### src/rtl/updown_count_ctrl_pkg.sv
// Shared types and constants for the up/down ripple-counter sequencer.
package updown_ctrl_pkg;

   localparam int STEP_W = 4;

   localparam logic DIR_UP   = 1'b0;
   localparam logic DIR_DOWN = 1'b1;

   typedef enum logic [2:0] {
      IDLE,
      MODE,
      PULSE,
      GAP,
      CHECK,
      DONE
   } state_e;

endpackage

### src/rtl/updown_count_ctrl_if.sv
// Step-command handshake between the control logic and the counter sequencer.
interface updown_count_ctrl_if;
   import updown_ctrl_pkg::*;

   logic              cmd_valid;
   logic              cmd_ready;
   logic              cmd_dir;
   logic [STEP_W-1:0] cmd_steps;

   modport master (output cmd_valid, output cmd_dir, output cmd_steps, input cmd_ready);
   modport slave  (input cmd_valid, input cmd_dir, input cmd_steps, output cmd_ready);

endinterface

### src/rtl/updown_count_ctrl_settle_timer.sv
// Loadable down-counter; expire is high while the count sits at zero.
module settle_timer #(
   parameter int W = 2
) (
   input  logic         clk,
   input  logic         rst_n,
   input  logic         load,
   input  logic [W-1:0] load_val,
   output logic         expire
);

   logic [W-1:0] cnt_q, cnt_d;

   always_comb begin
      cnt_d = cnt_q;
      if (load) begin
         cnt_d = load_val;
      end else if (cnt_q != '0) begin
         cnt_d = cnt_q - W'(1);
      end
   end

   always_ff @(posedge clk or negedge rst_n) begin
      if (!rst_n) begin
         cnt_q <= '0;
      end else begin
         cnt_q <= cnt_d;
      end
   end

   assign expire = (cnt_q == '0);

endmodule

### src/rtl/updown_count_ctrl.sv
// Sequencer for the ripple up/down counter: mode settle, tick, ripple settle, compare.
//
// state | meaning
// IDLE  | waiting for a command, cmd_ready high
// MODE  | m applied with T inputs off; last cycle resyncs exp_q to the counter
// PULSE | one tick with T inputs on; exp_q steps
// GAP   | tick low, T inputs on while the ripple completes
// CHECK | T inputs off, compare counter against prediction
// DONE  | one-cycle completion pulse
module updown_count_ctrl
   import updown_ctrl_pkg::*;
#(
   parameter int WIDTH  = 3,
   parameter int SETTLE = 2
) (
   input  logic             clk,
   input  logic             rst_n,
   updown_count_ctrl_if.slave cmd,
   output logic             cnt_mode,
   output logic             cnt_tick,
   output logic [WIDTH-1:0] cnt_en,
   input  logic [WIDTH-1:0] cnt_q,
   output logic [WIDTH-1:0] exp_q,
   output logic             busy,
   output logic             done,
   output logic             err
);

   localparam int TW = (SETTLE > 1) ? $clog2(SETTLE) : 1;
   localparam logic [TW-1:0]    TMR_LOAD = TW'(SETTLE - 1);
   localparam logic [WIDTH-1:0] ONE      = WIDTH'(1);

   state_e            state_q, state_d;
   logic [STEP_W-1:0] steps_q, steps_d;
   logic [WIDTH-1:0]  exp_q_q, exp_q_d;
   logic              err_q, err_d;
   logic              mode_q, mode_d;
   logic              tick_q, tick_d;
   logic [WIDTH-1:0]  en_q, en_d;
   logic              tmr_load, tmr_expire;

   settle_timer #(.W(TW)) u_settle (
      .clk      (clk),
      .rst_n    (rst_n),
      .load     (tmr_load),
      .load_val (TMR_LOAD),
      .expire   (tmr_expire)
   );

   always_comb begin
      state_d = state_q;
      steps_d = steps_q;
      exp_q_d = exp_q_q;
      err_d   = err_q;
      mode_d  = mode_q;
      unique case (state_q)
         IDLE: begin
            if (cmd.cmd_valid) begin
               steps_d = cmd.cmd_steps;
               err_d   = 1'b0;
               if (cmd.cmd_steps == '0) begin
                  state_d = DONE;
               end else begin
                  mode_d  = cmd.cmd_dir;
                  state_d = MODE;
               end
            end
         end
         MODE: begin
            if (tmr_expire) begin
               exp_q_d = cnt_q;
               state_d = PULSE;
            end
         end
         PULSE: begin
            exp_q_d = (mode_q == DIR_DOWN) ? exp_q_q - ONE : exp_q_q + ONE;
            state_d = GAP;
         end
         GAP: begin
            if (tmr_expire) state_d = CHECK;
         end
         CHECK: begin
            // A mismatch abandons the remaining steps; the next command resyncs.
            if (cnt_q != exp_q_q) begin
               err_d   = 1'b1;
               state_d = DONE;
            end else begin
               steps_d = steps_q - STEP_W'(1);
               state_d = (steps_q == STEP_W'(1)) ? DONE : PULSE;
            end
         end
         DONE:    state_d = IDLE;
         default: state_d = IDLE;
      endcase

      tmr_load = ((state_d == MODE) && (state_q != MODE)) ||
                 ((state_d == GAP)  && (state_q != GAP));
      // Counter-facing strobes are registered from the next state so they never glitch.
      tick_d = (state_d == PULSE);
      en_d   = ((state_d == PULSE) || (state_d == GAP)) ? '1 : '0;
   end

   always_ff @(posedge clk or negedge rst_n) begin
      if (!rst_n) begin
         state_q <= IDLE;
         steps_q <= '0;
         exp_q_q <= '1;
         err_q   <= 1'b0;
         mode_q  <= DIR_UP;
         tick_q  <= 1'b0;
         en_q    <= '0;
      end else begin
         state_q <= state_d;
         steps_q <= steps_d;
         exp_q_q <= exp_q_d;
         err_q   <= err_d;
         mode_q  <= mode_d;
         tick_q  <= tick_d;
         en_q    <= en_d;
      end
   end

   assign cmd.cmd_ready = (state_q == IDLE);
   assign busy          = (state_q != IDLE);
   assign done          = (state_q == DONE);
   assign err           = err_q;
   assign exp_q         = exp_q_q;
   assign cnt_mode      = mode_q;
   assign cnt_tick      = tick_q;
   assign cnt_en        = en_q;

endmodule

### src/flat_wrapper.sv
// flat-port wrapper written by rule: the top's interface ports become plain ports
module updown_count_ctrl_flat import updown_ctrl_pkg::*;
#(
   parameter int WIDTH  = 3,
   parameter int SETTLE = 2
)
  (clk, rst_n, cnt_mode, cnt_tick, cnt_en, cnt_q, exp_q, busy, done, err, cmd_cmd_valid, cmd_cmd_dir, cmd_cmd_steps, cmd_cmd_ready);
  updown_count_ctrl_if cmd_i ();
  input  logic clk;
  input  logic rst_n;
  output logic cnt_mode;
  output logic cnt_tick;
  output logic [WIDTH-1:0] cnt_en;
  input  logic [WIDTH-1:0] cnt_q;
  output logic [WIDTH-1:0] exp_q;
  output logic busy;
  output logic done;
  output logic err;
  input wire logic [$bits(cmd_i.cmd_valid)-1:0] cmd_cmd_valid;
  input wire logic [$bits(cmd_i.cmd_dir)-1:0] cmd_cmd_dir;
  input wire logic [$bits(cmd_i.cmd_steps)-1:0] cmd_cmd_steps;
  output wire logic [$bits(cmd_i.cmd_ready)-1:0] cmd_cmd_ready;
  assign cmd_i.cmd_valid = cmd_cmd_valid;
  assign cmd_i.cmd_dir = cmd_cmd_dir;
  assign cmd_i.cmd_steps = cmd_cmd_steps;
  assign cmd_cmd_ready = cmd_i.cmd_ready;
  updown_count_ctrl #(.WIDTH(WIDTH), .SETTLE(SETTLE)) u_core (.clk(clk), .rst_n(rst_n), .cmd(cmd_i), .cnt_mode(cnt_mode), .cnt_tick(cnt_tick), .cnt_en(cnt_en), .cnt_q(cnt_q), .exp_q(exp_q), .busy(busy), .done(done), .err(err));
endmodule
### config.mk
export PLATFORM = sky130hd
export DESIGN_NAME = updown_count_ctrl_flat
export DESIGN_NICKNAME = d
export VERILOG_FILES = /design/src/rtl/updown_count_ctrl_pkg.sv /design/src/rtl/updown_count_ctrl_if.sv /design/src/rtl/updown_count_ctrl_settle_timer.sv /design/src/rtl/updown_count_ctrl.sv /design/src/flat_wrapper.sv
export SDC_FILE = /design/constraint.sdc
export NUM_CORES = 1
export LEC_CHECK = 0
export CAP_MARGIN = 0
export CORE_ASPECT_RATIO = 1.25
export CORE_MARGIN = 2
export CORE_UTILIZATION = 38
export DETAILED_ROUTE_END_ITERATION = 12
export HOLD_SLACK_MARGIN = 0.03
export PLACE_DENSITY = 0.68
export RECOVER_POWER = 50
export REMOVE_ABC_BUFFERS = 1
export SYNTH_ARGS = -nofsm -noshare
export SYNTH_HDL_FRONTEND = slang
export SYNTH_HIERARCHICAL = 1
export SYNTH_SLANG_ARGS = --single-unit
### constraint.sdc
create_clock -name clk -period 1.7 [get_ports clk]
set_clock_uncertainty 0.15 [all_clocks]
set_input_delay 0.255 -clock clk [delete_from_list [all_inputs] [get_ports clk]]
set_output_delay 0.255 -clock clk [all_outputs]
set_load 0.02 [all_outputs]
Yosys cells after proc, flatten, opt, wreduce, memory -nomap -nowiden:

Cells that the tools add are included.

* add/sub/neg operators: 4
* eq/ne operators: 16
* muxes and demuxes: 19
* bitwise logic cells: 1
* reductions and logical operators: 13

Operator list (number)
* $mux W3: 9
* $pmux W3 S5: 1
* $eq A3 B2 Y1 const B: 4
* $reduce_and A3 Y1: 3
* $mux W4: 2
* $pmux W4 S2: 1
* $eq A3 B1 Y1 const B: 2
* $eq A3 B3 Y1 const B: 2
* $ne A2 B2 Y1 const B: 3
* $pmux W3 S2: 1
* $eq A4 B1 Y1 const B: 1
* $logic_not A4 Y1: 1
* $mux W1: 4
* $reduce_bool A2 Y1: 2
* $sub A4 B1 Y4 const B: 1
* $add A3 B1 Y3 const B: 1
* $logic_not A3 Y1: 1
* $ne A3 B1 Y1 const B: 1
* $ne A3 B2 Y1 const B: 1
* $ne A3 B3 Y1: 1
* $reduce_bool A3 Y1: 1
* $sub A3 B1 Y3 const B: 1
* $logic_and A1 B1 Y1: 2
* $logic_or A1 B1 Y1: 2
* other kinds (5): 5

* register bits after elaboration: 17
* bits of input ports: 11
* output and inout port bits: 12
* logic and storage cells: 61

Longest topological paths before layout:

Gate-level depths: netlist of run 1.

* depth after elaboration: 8
* gate-level depth with buffers: 6
* gate-level depth less buffers: 5

Modules after synthesis:

The synthesis of run 1 kept the hierarchy.

By module, submodules not included
* updown_count_ctrl: times used 1, cells an instance 105, area each 1027.2 um^2, sequential area each 354.1 um^2
* settle_timer: times used 1, cells an instance 3, area each 35.0 um^2, sequential area each 25.0 um^2

Least setup slack after synthesis of run 1:

No wires, ideal clock.

* path type: flip-flop to flip-flop
* start point: register u_core.exp_q_q[0] (netlist: u_core/exp_q[0])
* end point: register u_core.exp_q_q[2] (netlist: u_core/exp_q[2])
* library setup time: 0.094 ns
* arrival time: 1.597 ns
* setup slack: -0.142 ns
* stages on the path, launching flop included: 6
* cells stage by stage: dfstp_2 > inv_1 > fa_1 > xnor2_1 > a221oi_1 > a311oi_1

* longest elaborated chain between the ends: 3
* elaborated cells on any way between the ends: 4
* those cells by class: add/sub (2); mux (2)

RTL lines
* from (decl): line updown_count_ctrl.sv:35 `logic [WIDTH-1:0] exp_q_q, exp_q_d;`
* from (signal assigned): line updown_count_ctrl.sv:115 `exp_q_q <= exp_q_d;`
* $add A3 B1 Y3 or $sub A3 B1 Y3 (tied branches): line updown_count_ctrl.sv:76 `exp_q_d = (mode_q == DIR_DOWN) ? exp_q_q - ONE : exp_q_q + ONE;`
* $mux W3 (*): line updown_count_ctrl.sv:76
* $pmux W3 S2 (*): line updown_count_ctrl.sv:56 `unique case (state_q)`

Mark *: on every way between the ends. The rest lies on a longest branch, timed or not.
A chain may end at the register's enable or synchronous reset.

Worst setup path after layout of run 1:

* start point: register u_core.exp_q_q[2] (netlist: u_core/exp_q[2])
* end point: register u_core.steps_q[1]

* longest elaborated chain between the ends: 3

RTL lines
* $ne A3 B3 Y1: line updown_count_ctrl.sv:84 `if (cnt_q != exp_q_q) begin`
* $ne A2 B2 Y1 (no line)
* $reduce_and A3 Y1 (no line)
* to (signal assigned): line updown_count_ctrl.sv:114 `steps_q <= steps_d;`
* to (decl): line updown_count_ctrl.sv:34 `logic [STEP_W-1:0] steps_q, steps_d;`

No other way between the ends.

==> out/qor.txt, run 1 <==
Status: finished with violations
Violated checks: setup timing
Initial Utilization: 39.6%
Final slew viol count: 0
Mapped cell area: 1060 sq um
GRT overflow: 0
Clock Latency Late Sink: 290 ps
Worst min path class: input port to async pin
DR vias/cell: 5.30
Largest stage delay on the critical path: 590 ps
Kind of critical path: flip-flop to flip-flop
Worst reg2reg setup slack: -20 ps
Tmin final: 1720 ps
DRT iter0 DRCs: 12
# IOs: 23
Post-Syn Area per Cell: 9.84 sq um
Slew headroom: 64.0%
Post-route ant nets: 0
Hold_buf cts: 0
Vias in the first global route: 983
Core area: 2680 sq um
Share of cells above drive strength 1: 34.9%
CTS Root Buffer Type: clkbuf_4
Total iterations of the first detailed-routing run: 4
Synth unique cells: 43
Pwr dens: 1900 nW/um^2
Reg2reg path depth: 4
Number of enable flip-flop cells after synthesis: 0
Post-DP HPWL: 2070 um
Critical path endpoint category: flip-flop
Final Hold Viols: 0
Initial antenna violation count: 0
Leak pwr: 0.697 nW
CTS sink count: 15
Critical Path Stages: 4
Max Fanout on Critical Path: 4
Placed standard-cell area: 1440 sq um
Fin nets: 164
Post-synthesis cell count: 108
RSZ-0062 raised after global routing: yes
Cell Chain, Critical Path: xor2_2 > o41ai_4 > and2_4 > o21ai_2
Synthesized flop and latch total: 15
CTS tree: yes
Main synth FF type: dfrtp_1
YS warnings: 6
Die area: 3240 sq um
Total GRT Usage: 17.8%
Worst ir drop on vdd: 1.02 mV
Startpoint Class: flip-flop
Die Span Y: 63.1 um
# rows: 21
Post-route cell area: 1500 sq um
WL/cell: 14.7 um
Reg2Reg Launch Point: u_core/exp_q[2]$_DFFE_PN1P_
Largest net degree at the start of global routing: 16
First-pass GRT wire length: 4400 um
End of the worst register-to-register path: u_core/steps_q[1]$_DFFE_PN0P_
GP Congestion: 0.814
Sequential share of the synthesized area: 35.7%
Slew @ Worst Pin: 540 ps
Crit path DAT: 1740 ps
Port Buffer Count: 22
Cts bufs inserted: 3
Synthesis-to-layout area growth: 41.6%
CP required: 1730 ps
Post-Place Setup Slack: -283 ps
Slowest CP cell: dfstp_2
Cell family with most CP delay: flip-flops
Die W: 51.3 um
Setup ws final: -15.9 ps
DRC: 0
Diode count: 0
Number of max-cap violations: 0
H-tree lvl count: 1
Crit path buf inv count: 0
Clk buf depth: 2
Final WL: 2680 um
Fraction of registers with async set/reset: 100%
Fmax: 583 MHz
Ratio of final minimum period to clock period: 101%
Clock slew at reported path FFs: 100 ps
Via count: 969
Setup Viol. Count Final: 3
-- worst max-delay path by stage --
stage                               endpoint  slack, ps                         from
6_report       u_core/steps_q[1]$_DFFE_PN0P_        -20  u_core/exp_q[2]$_DFFE_PN1P_
4_1_cts        u_core/steps_q[1]$_DFFE_PN0P_         -1  u_core/exp_q[2]$_DFFE_PN1P_
3_3_place_gp     u_core/cnt_mode$_DFFE_PN0P_       -240             cmd_cmd_steps[1]
5_1_grt        u_core/steps_q[1]$_DFFE_PN0P_        -80  u_core/exp_q[0]$_DFFE_PN1P_
2_1_floorplan    u_core/exp_q[2]$_DFFE_PN1P_       -140  u_core/exp_q[0]$_DFFE_PN1P_
3_5_place_dp     u_core/cnt_mode$_DFFE_PN0P_       -280             cmd_cmd_steps[0]
-- routing by layer --
metal	global-route usage (%)	share of wire [%]	vias up
li1	-	-	465
met1	20.9	42	477
met2	32.3	54	25
met3	2.37	3.9	2
met4	5.92	0.37	0
met5	0	0	-
-- stage by stage --
| step | hold slack [ps] | setup TNS [ps] | cells | total power [W] | util (%) |
|---|---|---|---|---|---|
| after CTS | 76.1 | -1.12 | 183 | 0.00289 | 55.9 |
| after global routing | 163 | -382 | 183 | 0.00308 | 56.1 |
| final | 146 | -39.4 | 183 | 0.00286 | 56.1 |
| after global placement | 381 | -2170 | 179 | 0.00259 | 53.8 |
| after detailed placement | 379 | -2580 | 179 | 0.00264 | 53.8 |
| after floorplan | -191 | -167 | 102 | 0.00183 | - |
-- state kept, by name (all words and copies together), names as in the netlist --
register and cells:
u_core/cnt_en 1, u_core/cnt_mode 1, u_core/cnt_tick 1, u_core/err 1
u_core/exp_q 3, u_core/state_q 3, u_core/steps_q 4, u_core/u_settle/cnt_q 1
-- layout by cell type (no fill, tap or decap), types with 5 or more instances in the layout --
cell type / count
nand2_1: 7
dfrtp_1: 11
inv_1: 7
clkdlybuf4s50_1: 10
a21oi_1: 8
buf_4: 18
nor2_1: 5
-- synth_stat cells (3+ instances only) --
cell | number | area share [%]
a21oi_1 | 8 | 3.8
a21oi_2 | 3 | 2.5
buf_2 | 3 | 1.4
dfrtp_1 | 12 | 28
dfstp_2 | 3 | 7.4
inv_1 | 7 | 2.5
mux2i_1 | 4 | 3.8
nand2_1 | 7 | 2.5
nand2b_1 | 4 | 2.4
nand3_1 | 4 | 1.9
nor2_1 | 5 | 1.8
nor3_1 | 4 | 1.9
o21ai_0 | 3 | 1.4
xor2_2 | 3 | 4.6
-- final cells by class --
cell class	instances	area, sq um
fillers	270	1180
multi-input cells	78	644
flip-flops and latches	15	380
repair buffers	43	375
well taps	34	42.5
inverters	9	33.8
clock buffers	3	22.5
clock inverters	1	5.00
-- power breakdown --
group / total [W] / internal (W) / leakage [nW] / switching [W]
combinational: 0.00195 / 0.000917 / 0.500 / 0.00104
clock: 0.000211 / 0.0000873 / 0.0177 / 0.000123
sequential: 0.000700 / 0.000556 / 0.179 / 0.000144
total: 0.00286 / 0.00156 / 0.697 / 0.00130
-- what timing repair did --
action | CTS | global route
endpoints found under the setup margin | 16 | 16
pin swaps | 1 | 3
setup buffers | 0 | 1
endpoints found under the hold margin | 0 | 0
resized for setup | 22 | 6
-- logic make-up (layout without fill, tap and decap cells) --
logic type / Yosys count / after routing / share of synthesized area (%)
AND/OR/NAND/NOR: 35 / 35 / 19.4
AO/OA/AOI/OAI: 30 / 30 / 22.6
flip-flops: 15 / 15 / 35.7
buffers and inverters: 15 / 56 / 7.07
multiplexers: 5 / 5 / 5.18
XOR/XNOR: 4 / 4 / 5.42
adder cells (fa/ha/maj): 3 / 3 / 4.24
other: 1 / 1 / 0.353
Power figures use the tool's default switching activity.
==> run 2, diff against run 1 <==
--- a/config.mk
+++ b/config.mk
@@ -10,7 +10,7 @@
 export CORE_MARGIN = 2
 export CORE_UTILIZATION = 38
 export DETAILED_ROUTE_END_ITERATION = 12
-export HOLD_SLACK_MARGIN = 0.03
+export HOLD_SLACK_MARGIN = 0.1
 export PLACE_DENSITY = 0.68
 export RECOVER_POWER = 50
 export REMOVE_ABC_BUFFERS = 1
==> out/qor.txt, run 2 (synthesis results as in run 1) <==
Final WL: 2690 um
Vias in the first global route: 988
CTS Root Buffer Type: clkbuf_4
CP required: 1730 ps
Final Hold Viols: 0
Share of cells above drive strength 1: 35.3%
Worst min path class: flip-flop to flip-flop
Net switching power: 0.00131 W
Dpl cells: 179
Startpoint Class: flip-flop
Hold worst-path end: u_core/err$_DFFE_PN0P_
Clock slew at reported path FFs: 100 ps
Critical path endpoint category: flip-flop
Clk buf depth: 2
Fin nets: 165
Cts bufs inserted: 3
Pwr dens: 1900 nW/um^2
Comb pwr share: 67.8%
Number of max-cap violations: 0
Total iterations of the first detailed-routing run: 4
Min-delay src: u_core/err$_DFFE_PN0P_
Post-DP HPWL: 2070 um
Tmin final: 1720 ps
# rows: 21
Reg2reg path depth: 4
Clk pwr share: 7.5%
Multi-input logic area: 644 sq um
Violated checks: setup timing
# IOs: 23
Port Buffer Count: 22
WL/cell: 14.6 um
Slowest CP cell: dfstp_2
Most common cell after layout, fill and taps aside: buf_4
CTS sink count: 15
Via count: 967
Largest Register: u_core/steps_q
GP Congestion: 0.814
Max reg flops: 4
DRT iter0 DRCs: 12
Largest net degree at the start of global routing: 16
Cell Chain, Critical Path: xor2_2 > o41ai_4 > and2_4 > o21ai_2
Setup Viol. Count Final: 3
Ratio of final minimum period to clock period: 101%
Post-route cell area: 1490 sq um
Die Span Y: 63.1 um
GRT overflow: 0
Fmax: 582 MHz
Status: finished with violations
Core area: 2680 sq um
Reg area: 380 sq um
Kind of critical path: flip-flop to flip-flop
Reg2Reg Launch Point: u_core/exp_q[2]$_DFFE_PN1P_
Diode count: 0
Hold path depth: 2
DRC: 0
Fillers: 272
Internal: 0.00153 W
Final slew viol count: 0
Sequential power share: 24.7%
Clock Latency Late Sink: 290 ps
Setup ws final: -19.5 ps
Initial antenna violation count: 0
Layout Cells excl Fill: 184
Placed standard-cell area: 1440 sq um
RSZ-0062 raised after global routing: yes
Post-route ant nets: 0
End of the worst register-to-register path: u_core/steps_q[1]$_DFFE_PN0P_
Worst reg2reg setup slack: -20 ps
CTS tree: yes
First-pass GRT wire length: 4400 um
Die area: 3240 sq um
Total GRT Usage: 17.8%
H-tree lvl count: 1
Leak pwr: 0.662 nW
Commonest cells after routing, fill and taps aside: 18 x buf_4, 11 x dfrtp_1, 10 x clkdlybuf4s50_1
Largest stage delay on the critical path: 590 ps
DR vias/cell: 5.26
Crit path DAT: 1750 ps
Worst ir drop on vdd: 1.03 mV
Synthesis-to-layout area growth: 40.2%
Die W: 51.3 um
Switch share: 46.1%
Max Fanout on Critical Path: 4
Initial Utilization: 39.6%
==> run 2: final cells by class <==
cell class                      instances  area share, %
Multi-Input combinational cell         78           43.3
Sequential cell                        15           25.5
Timing Repair Buffer                   44           24.2
Tap cell                               34           2.86
Inverter                                9           2.27
Clock buffer                            3           1.51
Clock inverter                          1          0.336
==> run 2: worst max-delay path by stage <==
stage | slack, ps | from | depth (start not counted) | to
after floorplan | -140 | u_core/exp_q[0]$_DFFE_PN1P_ | 5 | u_core/exp_q[2]$_DFFE_PN1P_
after global placement | -240 | cmd_cmd_steps[1] | 4 | u_core/cnt_mode$_DFFE_PN0P_
after detailed placement | -280 | cmd_cmd_steps[0] | 4 | u_core/cnt_mode$_DFFE_PN0P_
after CTS | -1 | u_core/exp_q[2]$_DFFE_PN1P_ | 4 | u_core/steps_q[1]$_DFFE_PN0P_
after global routing | -80 | u_core/exp_q[0]$_DFFE_PN1P_ | 5 | u_core/steps_q[1]$_DFFE_PN0P_
final | -20 | u_core/exp_q[2]$_DFFE_PN1P_ | 4 | u_core/steps_q[1]$_DFFE_PN0P_
==> run 2: power by group through the flow <==
stage               Sequential [W]  Combinational, W  Clock (W)
floorplan                 0.000904          0.000928          0
global placement          0.000696           0.00189          0
detailed placement        0.000703           0.00193          0
CTS                       0.000700           0.00197   0.000225
global route              0.000721           0.00209   0.000235
finish                    0.000700           0.00192   0.000213
==> run 2: through the flow <==
step | worst slack [ps] | hold slack (ps) | setup TNS, ps | util (%) | total power, W
6_report | -19.5 | 391 | -50.4 | 55.6 | 0.00283
5_1_grt | -75.3 | 450 | -382 | 55.6 | 0.00305
4_1_cts | -1.12 | 402 | -1.12 | 56.3 | 0.00289
3_5_place_dp | -283 | 379 | -2580 | 53.8 | 0.00264
3_3_place_gp | -243 | 381 | -2170 | 53.8 | 0.00259
2_1_floorplan | -142 | -191 | -167 | - | 0.00183
==> run 2: layer usage <==
layer	share of wire (%)	vias up	global-route usage, %	wire length [um]
met2	54	19	32.3	1440
li1	-	467	-	-
met3	3.4	2	2.37	92
met5	0	-	0	0
met1	43	479	20.9	1150
met4	0.37	0	5.92	10
==> run 2: what timing repair did <==
action / 4_1_cts / 5_1_grt
setup buffers: 0 / 1
gates resized for setup: 22 / 6
endpoints found under the hold margin: 3 / 0
setup endpoints to repair: 16 / 16
pin swaps: 1 / 3
hold buffers: 1 / 0
gates cloned: 0 / 0
==> run 2: worst max-delay path, delay by kind of cell (launching register included) <==
kind | cells | cell delay, ps
xor+xnor | 1 | 130
flops | 1 | 590
compound gates | 2 | 500
simple gates | 1 | 240
==> run 3, diff against run 2 <==
--- a/config.mk
+++ b/config.mk
@@ -7,11 +7,10 @@
 export LEC_CHECK = 0
 export CAP_MARGIN = 0
 export CORE_ASPECT_RATIO = 1.25
-export CORE_MARGIN = 2
-export CORE_UTILIZATION = 38
+export CORE_UTILIZATION = 35
 export DETAILED_ROUTE_END_ITERATION = 12
 export HOLD_SLACK_MARGIN = 0.1
-export PLACE_DENSITY = 0.68
+export PLACE_DENSITY = 0.64
 export RECOVER_POWER = 50
 export REMOVE_ABC_BUFFERS = 1
 export SYNTH_ARGS = -nofsm -noshare
==> out/qor.txt, run 3 (synthesis results as in run 1) <==
Crit path DAT: 1730 ps
Die W: 51.3 um
Slew @ Worst Pin: 825 ps
Number of max-cap violations: 0
Pwr dens: 1930 nW/um^2
# IOs: 23
Fin nets: 166
Final WL: 2650 um
CP required: 1730 ps
Most common cell after layout, fill and taps aside: buf_4
Final core utilization: 52.5%
WL/cell: 14.2 um
DRC: 0
Post-route ant nets: 0
Fmax: 589 MHz
Clock slew at reported path FFs: 90 ps
DR vias/cell: 5.11
Initial Utilization: 36.4%
RSZ-0062 raised after global routing: yes
CTS sink count: 15
DRT iter0 DRCs: 21
Share of cells above drive strength 1: 37.7%
Net switching power: 0.00135 W
TNS Setup: 0 ps
Commonest cells after routing, fill and taps aside: 19 x buf_4, 10 x clkdlybuf4s50_1, 10 x dfrtp_1
Setup Viol. Count Final: 0
Leak pwr: 0.695 nW
Dpl cells: 180
Hold_buf cts: 0
Port Buffer Count: 22
Core area: 2920 sq um
Max Fanout on Critical Path: 5
CTS tree: yes
Worst min path class: flip-flop to flip-flop
Synthesis-to-layout area growth: 44.2%
Max reg flops: 4
Kind of critical path: flip-flop to flip-flop
Die area: 3260 sq um
Largest Register: u_core/steps_q
Tmin final: 1700 ps
Switch share: 45.6%
GRT overflow: 0
Diode count: 0
# rows: 22
Slew headroom: 45.0%
H-tree lvl count: 1
Worst ir drop on vdd: 1.05 mV
Clock Latency Late Sink: 290 ps
GP Congestion: 0.792
First-pass GRT wire length: 4580 um
Post-DP HPWL: 2050 um
Internal: 0.00161 W
Clk buf depth: 2
Fillers: 284
Layout Cells excl Fill: 187
Cts bufs inserted: 3
Critical path endpoint category: flip-flop
Final slew viol count: 0
Total GRT Usage: 19.2%
Status: finished, final reports clean
Total iterations of the first detailed-routing run: 4
Sequential power share: 23.9%
CTS Root Buffer Type: clkbuf_4
Ratio of final minimum period to clock period: 99.9%
Die Span Y: 63.6 um
Initial antenna violation count: 0
Startpoint Class: flip-flop
Final Hold Viols: 0
Largest net degree at the start of global routing: 16
Comb pwr share: 69.0%
Clk pwr share: 7.1%
Vias in the first global route: 1000
Via count: 956
-- run 3: path summary, 6_finish.rpt --
| path | cells after the start | slack [ps] | startpoint | endpoint |
|---|---|---|---|---|
| min reg2reg | 2 | 410 | u_core/err$_DFFE_PN0P_ | u_core/err$_DFFE_PN0P_ |
| max | 5 | 2 | u_core/exp_q[0]$_DFFE_PN1P_ | u_core/steps_q[1]$_DFFE_PN0P_ |
| min in group asynchronous | 2 | 420 | rst_n | u_core/steps_q[2]$_DFFE_PN0P_ |
| max reg2reg | 5 | 2 | u_core/exp_q[0]$_DFFE_PN1P_ | u_core/steps_q[1]$_DFFE_PN0P_ |
| min | 2 | 410 | u_core/err$_DFFE_PN0P_ | u_core/err$_DFFE_PN0P_ |
| max in group asynchronous | 2 | 420 | rst_n | u_core/state_q[0]$_DFF_PN0_ |
-- run 3: critical path, cell delays in order (launching register included) --
cell and delay, ps:
dfstp_2 540, buf_6 120, xor2_4 90, o41ai_4 390, and2_4 240, o21ai_2 50
-- run 3: per-stage QoR --
step	total power, W	hold WS, ps	instance area (sq um)	setup WS, ps
floorplan	0.00183	-191	1020	-142
global placement	0.00257	376	1440	-247
detailed placement	0.00262	402	1440	-273
CTS	0.00291	127	1510	-10.4
global route	0.00320	419	1530	-54.7
finish	0.00296	414	1530	2.00
-- run 3: power groups by stage --
stage          Clock [W]  Sequential (W)  Combinational [W]
2_1_floorplan          0        0.000904           0.000928
3_3_place_gp           0        0.000696            0.00187
3_5_place_dp           0        0.000704            0.00191
4_1_cts         0.000220        0.000698            0.00199
5_1_grt         0.000238        0.000730            0.00223
6_report        0.000211        0.000706            0.00204
-- run 3: per-layer routing --
metal  routed length (um)  part of all wire, %  GRT usage (%)  vias to the layer above
met5                    0                    0              0                        -
met4                   62                  2.3           9.80                        0
met3                   86                  3.2           1.69                        5
met2                 1450                   55           34.7                       26
met1                 1040                   39           21.7                      459
li1                     -                    -              -                      466
-- run 3: layout make-up --
cell class	instances	area, sq um	share of cell area, %
clock buffers	4	26.3	1.72
inverters	9	33.8	2.21
multi-input cells	78	669	43.7
flip-flops and latches	15	382	24.9
well taps	36	45.0	2.94
repair buffers	45	375	24.5
-- run 3: timing repair --
item	CTS	global route
setup endpoints to repair	16	16
setup buffers	1	2
pin swaps	2	2
cloned	0	0
resized for setup	24	12
